## config.mk

```make
export PLATFORM = sky130hd
export DESIGN_NAME = cond_flag_unit_flat
export DESIGN_NICKNAME = d
export VERILOG_FILES = /design/src/rtl/cpu_pkg.sv /design/src/rtl/cond_flag_unit_if.sv /design/src/rtl/cond_check.sv /design/src/rtl/cond_flag_unit.sv /design/src/flat_wrapper.sv
export SDC_FILE = /design/constraint.sdc
export NUM_CORES = 1
export LEC_CHECK = 0
export BUFFER_PORTS_ARGS = -buffer_cell sky130_fd_sc_hd__buf_2
export CAP_MARGIN = 15
export CELL_PAD_IN_SITES_DETAIL_PLACEMENT = 0
export CELL_PAD_IN_SITES_GLOBAL_PLACEMENT = 1
export CORE_UTILIZATION = 40
export DETAILED_ROUTE_END_ITERATION = 8
export GPL_TIMING_DRIVEN = 0
export PLACE_DENSITY = 0.88
export SETUP_SLACK_MARGIN = 0.02
export SYNTH_ARGS = -nofsm -noshare
export SYNTH_HDL_FRONTEND = slang
export SYNTH_SLANG_ARGS = --single-unit
```

## constraint.sdc

```tcl
create_clock -name clk -period 3 [get_ports clk]
set_input_delay 0.15 -clock clk [delete_from_list [all_inputs] [get_ports clk]]
set_output_delay 0.15 -clock clk [all_outputs]
set_load 0.1 [all_outputs]
```

## src/rtl/cpu_pkg.sv

```systemverilog
// cpu_pkg: shared condition codes, NZCV bit positions and flag-write type
package cpu_pkg;
  typedef enum logic [3:0] {EQ, NE, CS, CC, MI, PL, VS, VC, HI, LS, GE, LT, GT, LE, AL, NV} cond_e;
  localparam int FLAG_N = 3;
  localparam int FLAG_Z = 2;
  localparam int FLAG_C = 1;
  localparam int FLAG_V = 0;
  typedef logic [1:0] flagw_t;
endpackage

```

## src/rtl/cond_flag_unit_if.sv

```systemverilog
// cond_flag_unit_if: decoder-side request and gated-strobe bundle of the flag unit
interface cond_flag_unit_if #(parameter int CNT_W = 32);
  import cpu_pkg::*;
  logic instr_valid;
  logic [3:0] cond;
  logic [3:0] alu_flags;
  flagw_t flag_w;
  logic pcs;
  logic reg_w;
  logic mem_w;
  logic no_write;
  logic pc_src;
  logic reg_write;
  logic mem_write;
  logic cond_ex;
  logic [3:0] flags_q;
  logic [CNT_W-1:0] exec_cnt;
  logic [CNT_W-1:0] squash_cnt;
  modport master (output instr_valid, cond, alu_flags, flag_w, pcs, reg_w, mem_w, no_write,
                  input pc_src, reg_write, mem_write, cond_ex, flags_q, exec_cnt, squash_cnt);
  modport slave (input instr_valid, cond, alu_flags, flag_w, pcs, reg_w, mem_w, no_write,
                 output pc_src, reg_write, mem_write, cond_ex, flags_q, exec_cnt, squash_cnt);
endinterface

```

## src/rtl/cond_check.sv

```systemverilog
// cond_check: evaluates an ARM condition field against NZCV flags
module cond_check
  import cpu_pkg::*;
(
  input  cond_e      cond,
  input  logic [3:0] flags,
  output logic       pass
);
  logic n, z, c, v;
  assign {n, z, c, v} = {flags[FLAG_N], flags[FLAG_Z], flags[FLAG_C], flags[FLAG_V]};
  always_comb begin
    pass = 1'b1;
    case (cond)
      EQ: pass = z;
      NE: pass = !z;
      CS: pass = c;
      CC: pass = !c;
      MI: pass = n;
      PL: pass = !n;
      VS: pass = v;
      VC: pass = !v;
      HI: pass = c & !z;
      LS: pass = !c | z;
      GE: pass = n == v;
      LT: pass = n != v;
      GT: pass = !z & (n == v);
      LE: pass = z | (n != v);
      default: pass = 1'b1;
    endcase
  end
endmodule

```

## src/rtl/cond_flag_unit.sv

```systemverilog
// cond_flag_unit: NZCV register, condition gating of write strobes, exec/squash counters
module cond_flag_unit
  import cpu_pkg::*;
#(
  parameter int CNT_W   = 32,
  parameter bit REG_OUT = 0
) (
  input logic clk,
  input logic rst_n,
  cond_flag_unit_if.slave bus
);
  logic [3:0] flags;
  logic [CNT_W-1:0] exec_cnt, squash_cnt;
  logic pass, ex, pc_c, rw_c, mw_c;
  cond_check u_chk (.cond(cond_e'(bus.cond)), .flags(flags), .pass(pass));
  assign ex   = bus.instr_valid & pass;
  assign pc_c = bus.pcs & ex;
  assign rw_c = bus.reg_w & ex & !bus.no_write;
  assign mw_c = bus.mem_w & ex;
  // Flags update only on a passing instruction; readers see the new value next cycle.
  always_ff @(posedge clk) begin
    if (!rst_n) begin
      flags      <= '0;
      exec_cnt   <= '0;
      squash_cnt <= '0;
    end else begin
      if (ex && bus.flag_w[1]) flags[FLAG_N:FLAG_Z] <= bus.alu_flags[FLAG_N:FLAG_Z];
      if (ex && bus.flag_w[0]) flags[FLAG_C:FLAG_V] <= bus.alu_flags[FLAG_C:FLAG_V];
      if (ex && !(&exec_cnt)) exec_cnt <= exec_cnt + 1'b1;
      if (bus.instr_valid && !ex && !(&squash_cnt)) squash_cnt <= squash_cnt + 1'b1;
    end
  end
  generate
    if (REG_OUT) begin : g_reg
      logic [3:0] strb;
      always_ff @(posedge clk) strb <= !rst_n ? 4'b0 : {pc_c, rw_c, mw_c, ex};
      assign {bus.pc_src, bus.reg_write, bus.mem_write, bus.cond_ex} = strb;
    end else begin : g_comb
      assign {bus.pc_src, bus.reg_write, bus.mem_write, bus.cond_ex} = {pc_c, rw_c, mw_c, ex};
    end
  endgenerate
  assign bus.flags_q    = flags;
  assign bus.exec_cnt   = exec_cnt;
  assign bus.squash_cnt = squash_cnt;
endmodule

```

## src/flat_wrapper.sv

```systemverilog
// flat-port wrapper written by rule: the top's interface ports become plain ports
module cond_flag_unit_flat import cpu_pkg::*;
#(
  parameter int CNT_W   = 32,
  parameter bit REG_OUT = 0
)
  (clk, rst_n, bus_instr_valid, bus_cond, bus_alu_flags, bus_flag_w, bus_pcs, bus_reg_w, bus_mem_w, bus_no_write, bus_pc_src, bus_reg_write, bus_mem_write, bus_cond_ex, bus_flags_q, bus_exec_cnt, bus_squash_cnt);
  cond_flag_unit_if #(.CNT_W(CNT_W)) bus_i ();
  input logic clk;
  input logic rst_n;
  input wire logic [$bits(bus_i.instr_valid)-1:0] bus_instr_valid;
  input wire logic [$bits(bus_i.cond)-1:0] bus_cond;
  input wire logic [$bits(bus_i.alu_flags)-1:0] bus_alu_flags;
  input wire logic [$bits(bus_i.flag_w)-1:0] bus_flag_w;
  input wire logic [$bits(bus_i.pcs)-1:0] bus_pcs;
  input wire logic [$bits(bus_i.reg_w)-1:0] bus_reg_w;
  input wire logic [$bits(bus_i.mem_w)-1:0] bus_mem_w;
  input wire logic [$bits(bus_i.no_write)-1:0] bus_no_write;
  output wire logic [$bits(bus_i.pc_src)-1:0] bus_pc_src;
  output wire logic [$bits(bus_i.reg_write)-1:0] bus_reg_write;
  output wire logic [$bits(bus_i.mem_write)-1:0] bus_mem_write;
  output wire logic [$bits(bus_i.cond_ex)-1:0] bus_cond_ex;
  output wire logic [$bits(bus_i.flags_q)-1:0] bus_flags_q;
  output wire logic [$bits(bus_i.exec_cnt)-1:0] bus_exec_cnt;
  output wire logic [$bits(bus_i.squash_cnt)-1:0] bus_squash_cnt;
  assign bus_i.instr_valid = bus_instr_valid;
  assign bus_i.cond = bus_cond;
  assign bus_i.alu_flags = bus_alu_flags;
  assign bus_i.flag_w = bus_flag_w;
  assign bus_i.pcs = bus_pcs;
  assign bus_i.reg_w = bus_reg_w;
  assign bus_i.mem_w = bus_mem_w;
  assign bus_i.no_write = bus_no_write;
  assign bus_pc_src = bus_i.pc_src;
  assign bus_reg_write = bus_i.reg_write;
  assign bus_mem_write = bus_i.mem_write;
  assign bus_cond_ex = bus_i.cond_ex;
  assign bus_flags_q = bus_i.flags_q;
  assign bus_exec_cnt = bus_i.exec_cnt;
  assign bus_squash_cnt = bus_i.squash_cnt;
  cond_flag_unit #(.CNT_W(CNT_W), .REG_OUT(REG_OUT)) u_core (.clk(clk), .rst_n(rst_n), .bus(bus_i));
endmodule
```

After elaboration in Yosys (flattened, before gate mapping)
Cells that the tools add are included.
{"block": "classes", "add_sub_neg": 2, "muxes": 1, "bitwise_logic": 9, "n_reduce_logical": 16, "eq_ne": 15}
{"operator": "$add 32x1->32 const B", "count": 2}
{"operator": "$reduce_and 32->1", "count": 2}
{"operator": "$eq 4x4->1 const B", "count": 6}
{"operator": "$eq 4x3->1 const B", "count": 4}
{"operator": "$pmux 1 s14", "count": 1}
{"operator": "$eq 4x2->1 const B", "count": 2}
{"operator": "$logic_not 1->1", "count": 8}
{"operator": "$and 1x1->1", "count": 7}
{"operator": "$logic_and 1x1->1", "count": 5}
{"operator": "$eq 4x1->1 const B", "count": 1}
{"operator": "$logic_not 4->1", "count": 1}
{"operator": "$or 1x1->1", "count": 2}
{"operator": "$eq 1x1->1", "count": 1}
{"operator": "$ne 1x1->1", "count": 1}
{"block": "totals", "in_bits": 17, "ff_bits": 68, "word_cells": 47}

Longest topological paths before layout
{"block": "depth", "ltp_word": 7, "mapped_depth": 10}

Modules after synthesis
A second synthesis with hierarchy kept.
{"block": "unflattened", "cells_unflattened": 438, "area_unflattened_um2": 3568.4}
{"module": "cond_flag_unit", "seq_area_each_um2": 1361.3, "area_per_inst_um2": 3403.3, "cells_each": 415, "n_inst": 1}
{"module": "cond_check", "seq_area_each_um2": 0.0, "area_per_inst_um2": 165.2, "cells_each": 23, "n_inst": 1}

Least setup slack after synthesis
OpenSTA, ideal clock, no wires.
{"block": "synth_timing", "path_kind": "flip-flop to output port", "startpoint": "register u_core.flags[3] (netlist: u_core.bus.flags_q[3])", "endpoint": "output port bus_reg_write", "t_required_ns": 2.850, "path_stages_with_launch": 8, "n_path_buf": 2, "slack_ns": -1.738, "t_arrival_ns": 4.588, "cell_sequence": "dfxtp_1 xor2_1 or4_1 a31oi_1 o31ai_2 clkbuf_1 clkbuf_1 nor3b_1"}
{"block": "synth_via", "elab_chain_cells": 6, "word_cells_on_any_way": 9, "classes_between": "2 x eq/ne; 1 x mux; 5 x bitwise; 1 x reduce/logical"}
{"item": "from (decl)", "line_no": "cond_flag_unit.sv:12", "source": "logic [3:0] flags;"}
{"item": "from (signal, indexed assignment)", "line_no": "cond_flag_unit.sv:27", "source": "if (ex && bus.flag_w[1]) flags[FLAG_N:FLAG_Z] <= bus.alu_flags[FLAG_N:FLAG_Z];"}
{"item": "from (signal, indexed assignment)", "line_no": "cond_flag_unit.sv:28", "source": "if (ex && bus.flag_w[0]) flags[FLAG_C:FLAG_V] <= bus.alu_flags[FLAG_C:FLAG_V];"}
{"item": "$ne 1x1->1 / $eq 1x1->1 (equally long branches)"}
{"item": "$or 1x1->1 / $and 1x1->1 (equally long branches)", "line_no": "cond_check.sv:27, cond_check.sv:26"}
{"item": "$pmux 1 s14 (*)", "line_no": "cond_check.sv:13", "source": "case (cond)"}
{"item": "$and 1x1->1 (*)", "line_no": "cond_flag_unit.sv:16", "source": "assign ex = bus.instr_valid & pass;"}
{"item": "$and 1x1->1 (*) (2 in a row)", "line_no": "cond_flag_unit.sv:18", "source": "assign rw_c = bus.reg_w & ex & !bus.no_write;"}
{"item": "to (decl)", "line_no": "flat_wrapper.sv:20", "source": "output wire logic [$bits(bus_i.reg_write)-1:0] bus_reg_write;"}
Every way passes the cells marked *; elsewhere a longest branch is shown, timed or not.

Final worst setup path
Ends and elaborated chain as after synthesis.

==> flow_summary.ini <==
[status]
status = complete, no violations

[timing]
setup_ws_ns = 0.188
tightestPinTransition_ns = 0.976
rsz0062_at_grt = no
min_period_ns = 2.81
hold_slack_ns = 0.0367
fmax_mhz = 356
fin_skew_ns = 0.00752
slew_headroom = 0.348
hold_viol_final = 0
setup_viol = 0
drv_slew = 0
period_share = 0.937

[grt]
grt_max_degree = 12
grt_antenna_before_repair = 0
track_usage = 0.229
grt_pass1_wl_um = 18400
globalRouteMet2Util = 0.389
grt.busiest_layer = met2
gr-usage-met1 = 0.287
grt_pass1_vias = 3870
use_met3 = 0.0541
overflow = 0

[setup_path]
crit_fanout = 10
critPathMostFrequentCell = clkbuf_2
critPathMaxStageDelay_ns = 0.39
slowest_stage = or4_1
path_cells = xor2_1, or4_1, a31oi_1, o31ai_4, clkbuf_2, clkbuf_2, nor3b_4, buf_4
critical_path_required_ns = 2.85
arrival_ns = 2.66
crit_path_end_kind = primary output
r2r_slack_ns = 0.37
start_kind = register
reg2reg_from = u_core.bus.exec_cnt[20]$_SDFFE_PN0P_
crit_type = register to primary output
reg2reg_to = u_core.bus.exec_cnt[20]$_SDFFE_PN0P_
worstSetupStartpoint = u_core.bus.flags_q[3]$_SDFFE_PN0P_
ff2ff_path_depth = 9

[routing]
ant_nets = 0
avgRoutedWirePerCell_um = 16.6
drc_errors = 0
drtIter0Drc = 134
viasPerCell = 6.06
vias = 4092
wl_um = 11200
drt-pass1-iter-count = 4

[power]
power_mw = 1.89
p_per_area_nw_per_um2 = 411
vdd_drop_max_mv = 0.181
power.leakage_nw = 1.68

[floorplanning]
fp.dieW_um = 99.3
io_pins = 89
die_area_um2 = 9860
start_util = 0.412
die_h_um = 99.3
row_count = 35
fp.coreArea_um2 = 9200

[placed_design]
gp_congestion = 0.825
hpwl_um = 7890
post-place-ws_ns = -0.0607
port_buffers = 87
dpl.cell_count = 658

[hold_path]
min_from = bus_alu_flags[1]
hold_end = u_core.bus.flags_q[1]$_SDFFE_PN0P_
min_delay_path_depth = 3
min_path_type = input port to register

[logic_synthesis]
ys_ff_latch = 68
synth_top_cell_by_area = dfxtp_1
ys_seq_area_frac = 0.360
yosysWarnings = 0
synthesis.area_um2 = 3780
synth.avg_cell_area_um2 = 8.23
synth_cell_types = 42
syn-num-nets = 479
netlist_top_cells_area = dfxtp_1 (36%), o31ai_1 (7.3%), or4_1 (7.3%)
yosys-top-cells-count = dfxtp_1 (68), a21oi_1 (48), nand2_1 (45), o31ai_1 (37), or4_1 (37)
yosysTopAreaCellShare = 0.360
yosysMostFrequentCell = dfxtp_1
synth_cells = 460
synth_ff_type = dfxtp_1
synth_edf_count = 0
synthArstFlopShare = 0

[clocking]
numCtsBuffers = 9
clk_pin_slew_worst_paths_ns = 0.07
cts.path.max_buffers = 2
clock-sinks = 68
htreeDepth = 3
root_buffer = clkbuf_8
clkLatencyLatePin_ns = 0.34
cts_tree = done

[cells_and_area]
fin_nets = 578
antenna_cells = 0
final_cells = 675
layout-drive-gt1-share = 0.220
area_growth_pct = 21.6

[run]
maxCapViolations = 0
[how the worst max path moves through the flow]
stage / endpoint / slack [ns] / cells past startpoint
floorplan: u_core.bus.exec_cnt[20]$_SDFFE_PN0P_ / 0.05 / 9
global placement: bus_reg_write / 0.04 / 10
detailed placement: bus_reg_write / -0.06 / 10
CTS: bus_reg_write / 0.01 / 8
global route: bus_reg_write / 0.04 / 8
finish: bus_reg_write / 0.19 / 8
[cell usage in the layout (no fill, tap or decap), types with 5 or more instances in the layout]
master	Yosys	routed
mux2i_1	15	15
nand2b_1	18	18
nor3b_1	6	5
and3_1	10	10
or3_1	12	12
nand3_1	27	27
nor2_1	5	5
nor4_1	7	7
or4_1	37	37
a21oi_1	48	48
clkbuf_8	0	9
nand2_1	45	45
and4_1	14	14
dfxtp_1	68	64
o41ai_1	5	5
o21ai_0	11	11
buf_2	4	90
o31ai_1	37	37
clkbuf_1	26	23
nand4_1	18	18
[power breakdown]
group          total [mW]  switching, mW  internal, mW
Clock               0.732          0.356         0.376
Sequential          0.915        0.00893         0.907
Combinational       0.241          0.184        0.0567
[flip-flops by register name, indices dropped and copies added, names as in the netlist]
name / flops
u_core.bus.flags_q: 4
u_core.bus.squash_cnt: 32
u_core.bus.exec_cnt: 32
[cells by family (layout without fill, tap and decap cells)]
logic type | count (synthesis) | in the layout | synth area share
flip-flops | 68 | 68 | 0.360
buffers and inverters | 37 | 141 | 0.0440
multiplexers | 15 | 15 | 0.0397
AND/OR/NAND/NOR | 217 | 217 | 0.343
AO/OA/AOI/OAI | 118 | 118 | 0.200
adder cells (fa/ha/maj) | 2 | 2 | 0.00661
XOR/XNOR | 3 | 3 | 0.00694
[layer usage]
layer  part of all wire  vias to the layer above
met4             0.0085                        0
li1                   -                     1999
met1               0.44                     1965
met2               0.49                      118
met3              0.055                       10
met5                  0                        -
[timing repair]
action | CTS | global route
pin swaps | 0 | 1
hold buffers | 0 | 0
hold endpoints to repair | 0 | 0
endpoints found under the setup margin | 4 | 13
buffers inserted | 0 | 1
resized for setup | 4 | 4
[final cells by class]
class,instances,area [um2]
Clock inverter,6,55.1
Buffer,33,156
Tap cell,111,139
Fill cell,911,4600
Timing Repair Buffer,88,445
Multi-Input combinational cell,355,2280
Sequential cell,68,1380
Clock buffer,10,128
Inverter,4,18.8
[metrics by stage]
stage,utilization,cell area (um2),setup TNS (ns)
after floorplan,-,3820,0
after global placement,0.478,4390,0
after detailed placement,0.478,4390,-0.0615
after CTS,0.499,4590,0
after global routing,0.500,4600,0
final,0.500,4600,0
[worst max-delay path, delay by kind of cell, from the launching register on]
family	cells	cell delay, ns
simple gates	2	0.58
xor+xnor	1	0.17
compound gates	2	0.40
flops	1	0.38
buf+inv	3	0.78
Power figures use the tool's default switching activity.
